**src/rtl/wt_mem_req_arbiter.sv**
```systemverilog
// wt_mem_req_arbiter
//
// Purpose: arbitrates requests from NumPorts L1 cache clients onto one memory
// adapter port, and routes the adapter's returns back to the issuing client.
//   - Round-robin grant among eligible ports. A port is eligible while it is
//     requesting and has fewer than MaxOutstanding un-returned transactions.
//   - The outgoing transaction ID is {port index, client tid}. The port field
//     steers the return. It is stripped before the return reaches the client.
//   - Once presented, a request stays locked to its grantee until acked.
//   - Returns are registered, so a return reaches the client one cycle after
//     it arrives from the adapter.
//   - route_err_o is sticky. It is set by a return whose port field is out of
//     range, or by a return to a port that has nothing outstanding.
//
// Optional build macro: WT_ARB_PORT0_PRIO_EN
//   Defined:   port 0 has strict priority whenever it is eligible and the
//              arbiter is unlocked. Ports 1..NumPorts-1 rotate among
//              themselves, and the pointer never advances to 0.
//   Undefined: pure round-robin over all ports.
//
// Ports:
//   clk_i, rst_ni          clock, asynchronous active-low reset
//   port_req_i/ack_o       per-port request valid (held until acked) / 1-cycle ack
//   port_addr_i, port_wdata_i, port_be_i, port_we_i, port_tid_i
//                          flattened per-port request fields
//   port_rtrn_vld_o        one-hot (or zero) return valid
//   port_rtrn_data_o       shared return data
//   port_rtrn_tid_o        return tid with the port field removed
//   mem_req_o/mem_ack_i    request handshake towards the adapter
//   mem_addr_o, mem_wdata_o, mem_be_o, mem_we_o, mem_tid_o
//                          fields of the granted request
//   mem_rtrn_vld_i, mem_rtrn_data_i, mem_rtrn_tid_i
//                          return channel from the adapter
//   route_err_o            sticky routing/underflow error
//
// Handshake (both sides): a requester raises req together with its fields and
// holds both stable until it sees ack. The transfer happens in the cycle where
// req and ack are both high. An ack seen while req is low has no effect.
module wt_mem_req_arbiter #(
  parameter int unsigned NumPorts       = 2,
  parameter int unsigned TxIdWidth      = 2,
  parameter int unsigned AddrWidth      = 56,
  parameter int unsigned DataWidth      = 64,
  parameter int unsigned MaxOutstanding = 4,
  parameter int unsigned PortIdWidth    = (NumPorts > 1) ? $clog2(NumPorts) : 1
) (
  input  logic                              clk_i,
  input  logic                              rst_ni,
  input  logic [NumPorts-1:0]               port_req_i,
  output logic [NumPorts-1:0]               port_ack_o,
  input  logic [NumPorts*AddrWidth-1:0]     port_addr_i,
  input  logic [NumPorts*DataWidth-1:0]     port_wdata_i,
  input  logic [NumPorts*(DataWidth/8)-1:0] port_be_i,
  input  logic [NumPorts-1:0]               port_we_i,
  input  logic [NumPorts*TxIdWidth-1:0]     port_tid_i,
  output logic [NumPorts-1:0]               port_rtrn_vld_o,
  output logic [DataWidth-1:0]              port_rtrn_data_o,
  output logic [TxIdWidth-1:0]              port_rtrn_tid_o,
  output logic                              mem_req_o,
  input  logic                              mem_ack_i,
  output logic [AddrWidth-1:0]              mem_addr_o,
  output logic [DataWidth-1:0]              mem_wdata_o,
  output logic [DataWidth/8-1:0]            mem_be_o,
  output logic                              mem_we_o,
  output logic [PortIdWidth+TxIdWidth-1:0]  mem_tid_o,
  input  logic                              mem_rtrn_vld_i,
  input  logic [DataWidth-1:0]              mem_rtrn_data_i,
  input  logic [PortIdWidth+TxIdWidth-1:0]  mem_rtrn_tid_i,
  output logic                              route_err_o
);

  localparam int unsigned BeWidth  = DataWidth / 8;
  localparam int unsigned CntWidth = $clog2(MaxOutstanding + 1);
  localparam logic [CntWidth-1:0] MaxCnt = CntWidth'(MaxOutstanding);

  typedef logic [PortIdWidth-1:0] port_idx_t;

  // IDLE: free to arbitrate every cycle. LOCKED: a request was presented but
  // not acked, so the grant is frozen on lock_idx_q.
  typedef enum logic {
    ST_IDLE   = 1'b0,
    ST_LOCKED = 1'b1
  } lock_state_e;

  lock_state_e           state_q, state_d;
  port_idx_t             lock_idx_q, lock_idx_d;
  port_idx_t             rr_ptr_q, rr_ptr_d;
  logic [CntWidth-1:0]   cnt_q [NumPorts];
  logic [CntWidth-1:0]   cnt_d [NumPorts];

  logic [NumPorts-1:0]   rtrn_vld_q, rtrn_vld_d;
  logic [DataWidth-1:0]  rtrn_data_q;
  logic [TxIdWidth-1:0]  rtrn_tid_q;
  logic                  err_q;

  logic [NumPorts-1:0]   eligible;
  logic                  arb_found;
  port_idx_t             arb_idx;
  port_idx_t             gnt_idx;
  logic                  locked;
  logic                  ack;
  port_idx_t             rtrn_port;
  logic                  rtrn_ok;
  logic                  rtrn_bad;
  logic                  underflow;

  // ---------------------------------------------------------------------------
  // Eligibility and arbitration
  // ---------------------------------------------------------------------------
  always_comb begin
    for (int unsigned i = 0; i < NumPorts; i++) begin
      eligible[i] = port_req_i[i] && (cnt_q[i] < MaxCnt);
    end
  end

  // Scan ports in rotation order starting at the pointer. The inner loop
  // compares against the constant i instead of indexing with a computed
  // value. This keeps the modulo-NumPorts wrap plain for non-power-of-two
  // port counts.
  always_comb begin : arb_search
    int unsigned cand;
    cand      = '0;
    arb_found = 1'b0;
    arb_idx   = '0;
`ifdef WT_ARB_PORT0_PRIO_EN
    if (eligible[0]) begin
      arb_found = 1'b1;
      arb_idx   = '0;
    end
`endif
    for (int unsigned k = 0; k < NumPorts; k++) begin
      cand = 32'(rr_ptr_q) + k;
      if (cand >= NumPorts) begin
        cand = cand - NumPorts;
      end
      for (int unsigned i = 0; i < NumPorts; i++) begin
        if (!arb_found && (cand == i) && eligible[i]) begin
          arb_found = 1'b1;
          arb_idx   = port_idx_t'(i);
        end
      end
    end
  end

  assign locked    = (state_q == ST_LOCKED);
  assign gnt_idx   = locked ? lock_idx_q : arb_idx;
  assign mem_req_o = locked || arb_found;
  assign ack       = mem_req_o && mem_ack_i;

  // ---------------------------------------------------------------------------
  // Request mux and per-port acknowledge
  // ---------------------------------------------------------------------------
  always_comb begin
    mem_addr_o  = '0;
    mem_wdata_o = '0;
    mem_be_o    = '0;
    mem_we_o    = 1'b0;
    mem_tid_o   = '0;
    port_ack_o  = '0;
    for (int unsigned i = 0; i < NumPorts; i++) begin
      if (mem_req_o && (gnt_idx == port_idx_t'(i))) begin
        mem_addr_o  = port_addr_i[i*AddrWidth +: AddrWidth];
        mem_wdata_o = port_wdata_i[i*DataWidth +: DataWidth];
        mem_be_o    = port_be_i[i*BeWidth +: BeWidth];
        mem_we_o    = port_we_i[i];
        mem_tid_o   = {gnt_idx, port_tid_i[i*TxIdWidth +: TxIdWidth]};
        port_ack_o[i] = mem_ack_i;
      end
    end
  end

  // ---------------------------------------------------------------------------
  // Lock FSM and round-robin pointer
  // ---------------------------------------------------------------------------
  always_comb begin
    state_d    = state_q;
    lock_idx_d = lock_idx_q;
    case (state_q)
      ST_IDLE: begin
        if (mem_req_o && !mem_ack_i) begin
          state_d    = ST_LOCKED;
          lock_idx_d = arb_idx;
        end
      end
      ST_LOCKED: begin
        if (mem_ack_i) begin
          state_d = ST_IDLE;
        end
      end
      default: state_d = ST_IDLE;
    endcase
  end

  always_comb begin
    rr_ptr_d = rr_ptr_q;
    if (ack) begin
`ifdef WT_ARB_PORT0_PRIO_EN
      // Port 0 does not take part in the rotation. Grants to it leave the
      // pointer where it is, and the wrap goes to 1 instead of 0.
      if (gnt_idx != '0) begin
        rr_ptr_d = (32'(gnt_idx) + 32'd1 >= NumPorts) ? port_idx_t'(1) : gnt_idx + 1'b1;
      end
`else
      rr_ptr_d = (32'(gnt_idx) + 32'd1 >= NumPorts) ? '0 : gnt_idx + 1'b1;
`endif
    end
  end

  // ---------------------------------------------------------------------------
  // Return routing and outstanding counters
  // ---------------------------------------------------------------------------
  assign rtrn_port = mem_rtrn_tid_i[TxIdWidth +: PortIdWidth];
  assign rtrn_ok   = mem_rtrn_vld_i && (32'(rtrn_port) < NumPorts);
  assign rtrn_bad  = mem_rtrn_vld_i && !(32'(rtrn_port) < NumPorts);

  always_comb begin
    rtrn_vld_d = '0;
    for (int unsigned i = 0; i < NumPorts; i++) begin
      rtrn_vld_d[i] = rtrn_ok && (rtrn_port == port_idx_t'(i));
    end
  end

  // An ack and a return on the same port in one cycle cancel out. A return
  // that would take a counter below zero is still forwarded, but it is
  // flagged.
  always_comb begin
    underflow = 1'b0;
    for (int unsigned i = 0; i < NumPorts; i++) begin
      cnt_d[i] = cnt_q[i];
      if (ack && (gnt_idx == port_idx_t'(i)) && !rtrn_vld_d[i]) begin
        cnt_d[i] = cnt_q[i] + 1'b1;
      end else if (rtrn_vld_d[i] && !(ack && (gnt_idx == port_idx_t'(i)))) begin
        if (cnt_q[i] == '0) begin
          underflow = 1'b1;
        end else begin
          cnt_d[i] = cnt_q[i] - 1'b1;
        end
      end
    end
  end

  // ---------------------------------------------------------------------------
  // State registers
  // ---------------------------------------------------------------------------
  always_ff @(posedge clk_i or negedge rst_ni) begin
    if (!rst_ni) begin
      state_q     <= ST_IDLE;
      lock_idx_q  <= '0;
      rr_ptr_q    <= '0;
      for (int unsigned i = 0; i < NumPorts; i++) begin
        cnt_q[i] <= '0;
      end
      rtrn_vld_q  <= '0;
      rtrn_data_q <= '0;
      rtrn_tid_q  <= '0;
      err_q       <= 1'b0;
    end else begin
      state_q    <= state_d;
      lock_idx_q <= lock_idx_d;
      rr_ptr_q   <= rr_ptr_d;
      for (int unsigned i = 0; i < NumPorts; i++) begin
        cnt_q[i] <= cnt_d[i];
      end
      rtrn_vld_q <= rtrn_vld_d;
      if (rtrn_ok) begin
        rtrn_data_q <= mem_rtrn_data_i;
        rtrn_tid_q  <= mem_rtrn_tid_i[TxIdWidth-1:0];
      end
      err_q <= err_q | rtrn_bad | underflow;
    end
  end

  assign port_rtrn_vld_o  = rtrn_vld_q;
  assign port_rtrn_data_o = rtrn_data_q;
  assign port_rtrn_tid_o  = rtrn_tid_q;
  assign route_err_o      = err_q;

endmodule

```
**config.mk**
```make
export PLATFORM = sky130hd
export DESIGN_NAME = wt_mem_req_arbiter
export DESIGN_NICKNAME = d
export VERILOG_FILES = /design/src/rtl/wt_mem_req_arbiter.sv
export SDC_FILE = /design/constraint.sdc
export NUM_CORES = 1
export LEC_CHECK = 0
export ABC_AREA = 1
export CAP_MARGIN = 20
export CORE_AREA = 4 4 210 212
export CTS_CLUSTER_SIZE = 25
export DETAILED_ROUTE_END_ITERATION = 6
export DIE_AREA = 0 0 214 216
export DONT_BUFFER_PORTS = 1
export PLACE_DENSITY = 0.3
export SLEW_MARGIN = 20
export SYNTH_ARGS = -nofsm -noshare
export SYNTH_HDL_FRONTEND = slang
export SYNTH_SLANG_ARGS = --single-unit
```
**constraint.sdc**
```tcl
create_clock -name clk_i -period 4.1 [get_ports clk_i]
set_input_delay 0.41 -clock clk_i [delete_from_list [all_inputs] [get_ports clk_i]]
set_output_delay 0.41 -clock clk_i [all_outputs]
set_load 0.01 [all_outputs]
```
[Word level (Yosys, flattened, before mapping)]
Cells that the tools add are included.
W data, S select, Z words.
Operators by class
  $add $sub $neg: 9
  $lt $le $gt $ge: 5
  eq/ne operators: 4
  muxes and demuxes: 38
  bitwise gates (word level): 4
  reduce and logical (&&, ||, !) cells: 39
Operator list (count)
  $mux W64: 2
  $mux W56: 2
  $eq A32 B1 Y1 const B: 2
  $logic_not A32 Y1: 2
  $mux W32: 2
  $mux W3: 8
  $logic_and A1 B1 Y1: 21
  $mux W1: 21
  $mux W8: 2
  $logic_not A1 Y1: 8
  $add A3 B1 Y3 const B: 2
  $logic_not A3 Y1: 2
  $lt A3 B3 Y1 const B: 2
  $reduce_and A2 Y1: 3
  $sub A3 B1 Y3 const B: 2
  $add A1 B1 Y2 const B: 2
  $ge A2 B2 Y1 const B: 2
  $ne A2 B2 Y1 const B: 2
  $reduce_bool A2 Y1: 2
  $not A1 Y1: 3
  $sub A1 B2 Y3 const B: 1
  $sub A2 B2 Y3 const B: 1
  $ge A1 B2 Y1 const B: 1
  $pmux W1 S2: 1
  3 further kinds: 3
Word-level totals
  flip-flop bits (word level): 78
  input bits: 335
  output and inout bits: 204
  logic and storage cells: 108

[Logic depth before layout (Yosys ltp)]
  word-level depth: 28
  depth in mapped cells: 15
  depth with buffers taken out: 14

[Least setup slack after synthesis]
No wires, ideal clock.
  path kind: register to register
  start: register cnt_q[2] in the netlist's numbering
  end: register cnt_q[5] in the netlist's numbering
  library setup time: 0.117 ns
  arrival time: 2.057 ns
  required time: 3.983 ns
  slack: 1.926 ns
  stages on the path, launching flop included: 15
  path buffers: 2
  clock period less this slack: 2.174 ns
  cells stage by stage: dfrtp_1 inv_2 nand2_1 nand3_1 buf_4 buf_6 nand4_1 inv_1 ha_1 inv_1 fa_1 xnor2_1 nand3_1 nand2_1 nand2_1
On the way
  cells in the longest elaborated chain, start to end: 19
  elaborated cells on any way between the ends: 27
  classes of those cells: 1 x order compare; 1 x eq/ne; 8 x mux; 1 x bitwise; 16 x reduce/logical
RTL lines
  from (decl): line 88  | logic [CntWidth-1:0] cnt_q [NumPorts];
  from (signal, indexed assignment): line 262  | cnt_q[i] <= cnt_d[i];
  $lt A3 B3 Y1 (*): line 112  | eligible[i] = port_req_i[i] && (cnt_q[i] < MaxCnt);
  $logic_and A1 B1 Y1 (*): line 112
  $logic_and A1 B1 Y1: line 137  | if (!arb_found && (cand == i) && eligible[i]) begin
  $mux W1: line 137
  $logic_not A1 Y1: line 137
  $logic_and A1 B1 Y1 (2 in a row): line 137
  $mux W1: line 137
  $logic_not A1 Y1: line 137
  $logic_and A1 B1 Y1 (2 in a row): line 137
  $mux W1: line 137
  $mux W1 or $logic_or A1 B1 Y1 (tied branches): line 146, 147
  $not A1 Y1 or $logic_and A1 B1 Y1 (tied branches): line 230, 232, 148
  $logic_and A1 B1 Y1 (*): line 230, 232
  $logic_not A1 Y1: line 232  | end else if (rtrn_vld_d[i] && !(ack && (gnt_idx == port_idx_t'(i)))) begin
  $logic_and A1 B1 Y1: line 232
  $reduce_bool A2 Y1 (no line)
  $reduce_and A2 Y1 (no line)
Every way passes the cells marked *; elsewhere a longest branch is shown, timed or not.
A chain may end at the register's enable or synchronous reset.

[Worst setup path in the final report]
  start: register state_q (netlist: locked)
  end: output mem_wdata_o[34]
On the way
  cells in the longest elaborated chain, start to end: 5
  elaborated cells on any way between the ends: 7
  classes of those cells: 3 x mux; 1 x bitwise; 3 x reduce/logical
RTL lines
  from (decl): line 85  | lock_state_e state_q, state_d;
  from (signal assigned): line 258  | state_q <= state_d;
  $mux W1: line 146  | assign gnt_idx = locked ? lock_idx_q : arb_idx;
  $not A1 Y1: line 161  | if (mem_req_o && (gnt_idx == port_idx_t'(i))) begin
  $logic_and A1 B1 Y1: line 161
  $mux W64: line 161
  $mux W64 (*): line 161
  to (decl): line 62  | output logic [DataWidth-1:0] mem_wdata_o,
Marks and branches as above.

==> summary.txt <==
Logic synthesis
  • Top cells by area, synth: dfrtp_1 (37%), nand2_1 (34%), nand4_1 (16%)
  • Net Count, Synth: 1152
  • Cells after Synth: 811
  • Largest family of logic cells by synthesized area: simple AND/OR/NAND/NOR gates
  • Synth area leader: dfrtp_1
  • Share of the synthesized area in the top cell type: a little under two fifths
  • Synthesis-stage register bit count: 78
  • Post-synthesis compound-gate area fraction: 0%
  • Proportion of synthesized area in mux cells: 0%
  • Seq/Total Area, Yosys: 37.0%
  • Area of the mapped netlist: 0.00528 sq mm
  • Synth Area per Inst: roughly 6.5 sq um
  • Post-synthesis simple-gate area fraction: 52.1%
  • Synth Area in XOR/XNOR: less than 1%
  • Post-synthesis adder-cell area fraction: under 10%
  • Ys Warns: 0
  • Synth unique cells: 18

Clock tree
  • Postcts setup bufs: 0
  • TritonCTS clock tree: yes
  • Maximum root-to-sink buffer count: 2
  • CTS buffer count: 9
  • Clock sink total: 78
  • Post-CTS sizing: 0
  • Cts hold-fix bufs: 2
  • H-Tree Depth: 3
  • Reg clk slew, reported paths: ~0.07 ns
  • Root Buffer: clkbuf_16
  • Clk_lat worst skew: ~0.33 ns

Routing
  • Number of vias per cell: 4.13
  • First-pass DRT Iterations: 4
  • DR WL/cell: 19.4 um
  • DR vias: 5412
  • Routed WL: around 25 mm
  • DRC viols: 0
  • Antenna-violating nets left: 0
  • Iter 0 DRT Violations: approximately 370

Place
  • Port bufs: 0
  • DPL Wire Length: 19.6 mm
  • Placer Congestion: 0.802
  • Pre-CTS setup slack: 1.47 ns

Power and ir drop
  • Cell-internal power: roughly 1.8 mW
  • Clock power frac: 20.6%
  • Peak supply drop: 0.253 mV
  • Logic gate share of total power: 52.0%
  • Switching Share: between 50% and 60%
  • Net Switching: 1.90 mW
  • Sequential share of power: ~27%
  • Cell Pwr Density: 608 mW/mm^2
  • Leak: 3.06 nW

Setup path
  • Delay-heaviest family, CP: simple AND/OR/NAND/NOR gates
  • Crit path cell chain: nand2_4 > nand2_4 > buf_12 > nand2_1 > nand2_1
  • FF-to-FF path depth: 10
  • Setup CP Type: reg2out
  • Buf+Inv Stages, Crit Path: 1
  • Crit-path max cell delay: 0.42 ns
  • Arrival @ worst endpoint: 2.46 ns
  • Crit path depth: 5
  • Slowest CP cell: dfrtp_1
  • Crit path required time: 3.69 ns
  • Max Fanout on Critical Path: 132
  • Crit start category: register
  • Worst setup EP type: output port

STA
  • Tightest Pin Transition: 0.753 ns
  • Setup TNS: 0 ns
  • Slew headroom: 49.8%
  • Final Hold Fails: 0
  • Setup ws final: 1.23 ns
  • Final setup fails: 0
  • Tmin final: 2.87 ns
  • Crit share post-route: 70.1%
  • Final Skew: 0.00333 ns
  • Slew Viols, Final: 0
  • RSZ-0062 raised after global routing: no
  • Fmax: approximately 350 MHz

Worst hold path
  • Worst Hold Class: in2reg
  • Hold Path Cell Cnt: 2

Floorplanning
  • Die Span X: between 200 and 250 um
  • Io pins: 539
  • Die ar.: roughly 0.046 sq mm
  • Chip height: 216 um
  • Starting Density: 12.6%
  • Rows: 75
  • Core Box Area: 0.0419 sq mm

Global route
  • Total gr overflow: 0
  • First-pass GRT wire length: 36.2 mm
  • Largest net degree at the start of global routing: 136
  • Total Routing Usage GR: 10.0%
  • Initial antenna violation count: 7
  • Vias in the first global route: 5374

Run
  • Maxcap violations: 0

Layout
  • Commonest cells after routing, fill and taps aside: nand2_1 (480), nand4_1 (137), dfrtp_1 (78), inv_1 (14), clkbuf_16 (9)
  • P&R area growth vs syn: 13.8%
  • Most common cell after layout, fill and taps aside: nand2_1
  • Final nets: 1099
  • Share of cells above drive strength 1: about 3.9%

Outcome
  • Status: complete, no violations
[per-layer routing]
layer | wire length, um | GRT usage, %
met4 | 455 | 2.27
met5 | 13 | 0
met1 | 9460 | 11.0
met3 | 2630 | 4.82
met2 | 12800 | 17.7
[cells in the mapped netlist, drive strengths merged]
cell type	instances
buf	55
clkbuf	17
dfrtp	78
fa	2
ha	4
inv	17
nand2	483
nand3	8
nand3b	2
nand4	137
nor2	4
xnor2	4
[power by group through the flow]
stage               logic, mW  clock network [mW]  registers (mW)
CTS                      1.93               0.792            1.00
global route             2.13               0.828            1.02
floorplan                1.57                   0           0.983
finish                   1.90               0.753           0.999
detailed placement       1.90                   0            1.02
global placement         1.91                   0            1.02
[through the flow]
step / util, % / std cells / hold WS (ns) / cell area, sq um / power, mW
6_report: 14.3 / 1309 / 0.184 / 6010 / 3.65
5_1_grt: 14.3 / 1303 / 0.173 / 5990 / 3.97
4_1_cts: 14.3 / 1302 / 0.168 / 5990 / 3.72
3_5_place_dp: 13.5 / 1284 / 0.116 / 5680 / 2.92
3_3_place_gp: 13.5 / 1284 / 0.117 / 5680 / 2.93
2_1_floorplan: - / 811 / 0.114 / 5280 / 2.55
[sequential cells by signal (all words and copies together) (netlist names)]
signal / flops
route_err_o: 1
cnt_q: 6
locked: 1
port_rtrn_data_o: 64
port_rtrn_tid_o: 2
port_rtrn_vld_o: 2
lock_idx_q: 1
rr_ptr_q: 1
[area by class of cell]
cell class,count,area [sq um]
fillers,4858,35900
multi-input cells,644,2900
flip-flops and latches,78,1950
well taps,539,674
clock buffers,11,243
repair buffers,8,120
inverters,17,63.8
clock inverters,5,33.8
diodes,7,17.5
[cells by family (layout without fill, tap and decap cells)]
group                    count (synthesis)  after routing
other                                    0              7
flip-flops                              78             78
buffers and inverters                   89             41
adder cells (fa/ha/maj)                  6              6
XOR/XNOR                                 4              4
AND/OR/NAND/NOR                        634            634
[worst paths after layout]
check / slack [ns] / endpoint / from
worst max-delay path: 1.23 / mem_wdata_o[34] / locked$_DFF_PN0_
worst min-delay path: 0.18 / port_rtrn_data_o[56]$_DFFE_PN0P_ / mem_rtrn_data_i[56]
worst max register to register: 1.49 / cnt_q[5]$_DFFE_PN0P_ / locked$_DFF_PN0_
worst min register to register: 0.48 / rr_ptr_q$_DFFE_PN0N_ / rr_ptr_q$_DFFE_PN0N_
max in group asynchronous: 3.13 / port_rtrn_data_o[17]$_DFFE_PN0P_ / rst_ni
min in group asynchronous: 0.63 / port_rtrn_data_o[57]$_DFFE_PN0P_ / rst_ni
(Power assumes the default switching activity.)
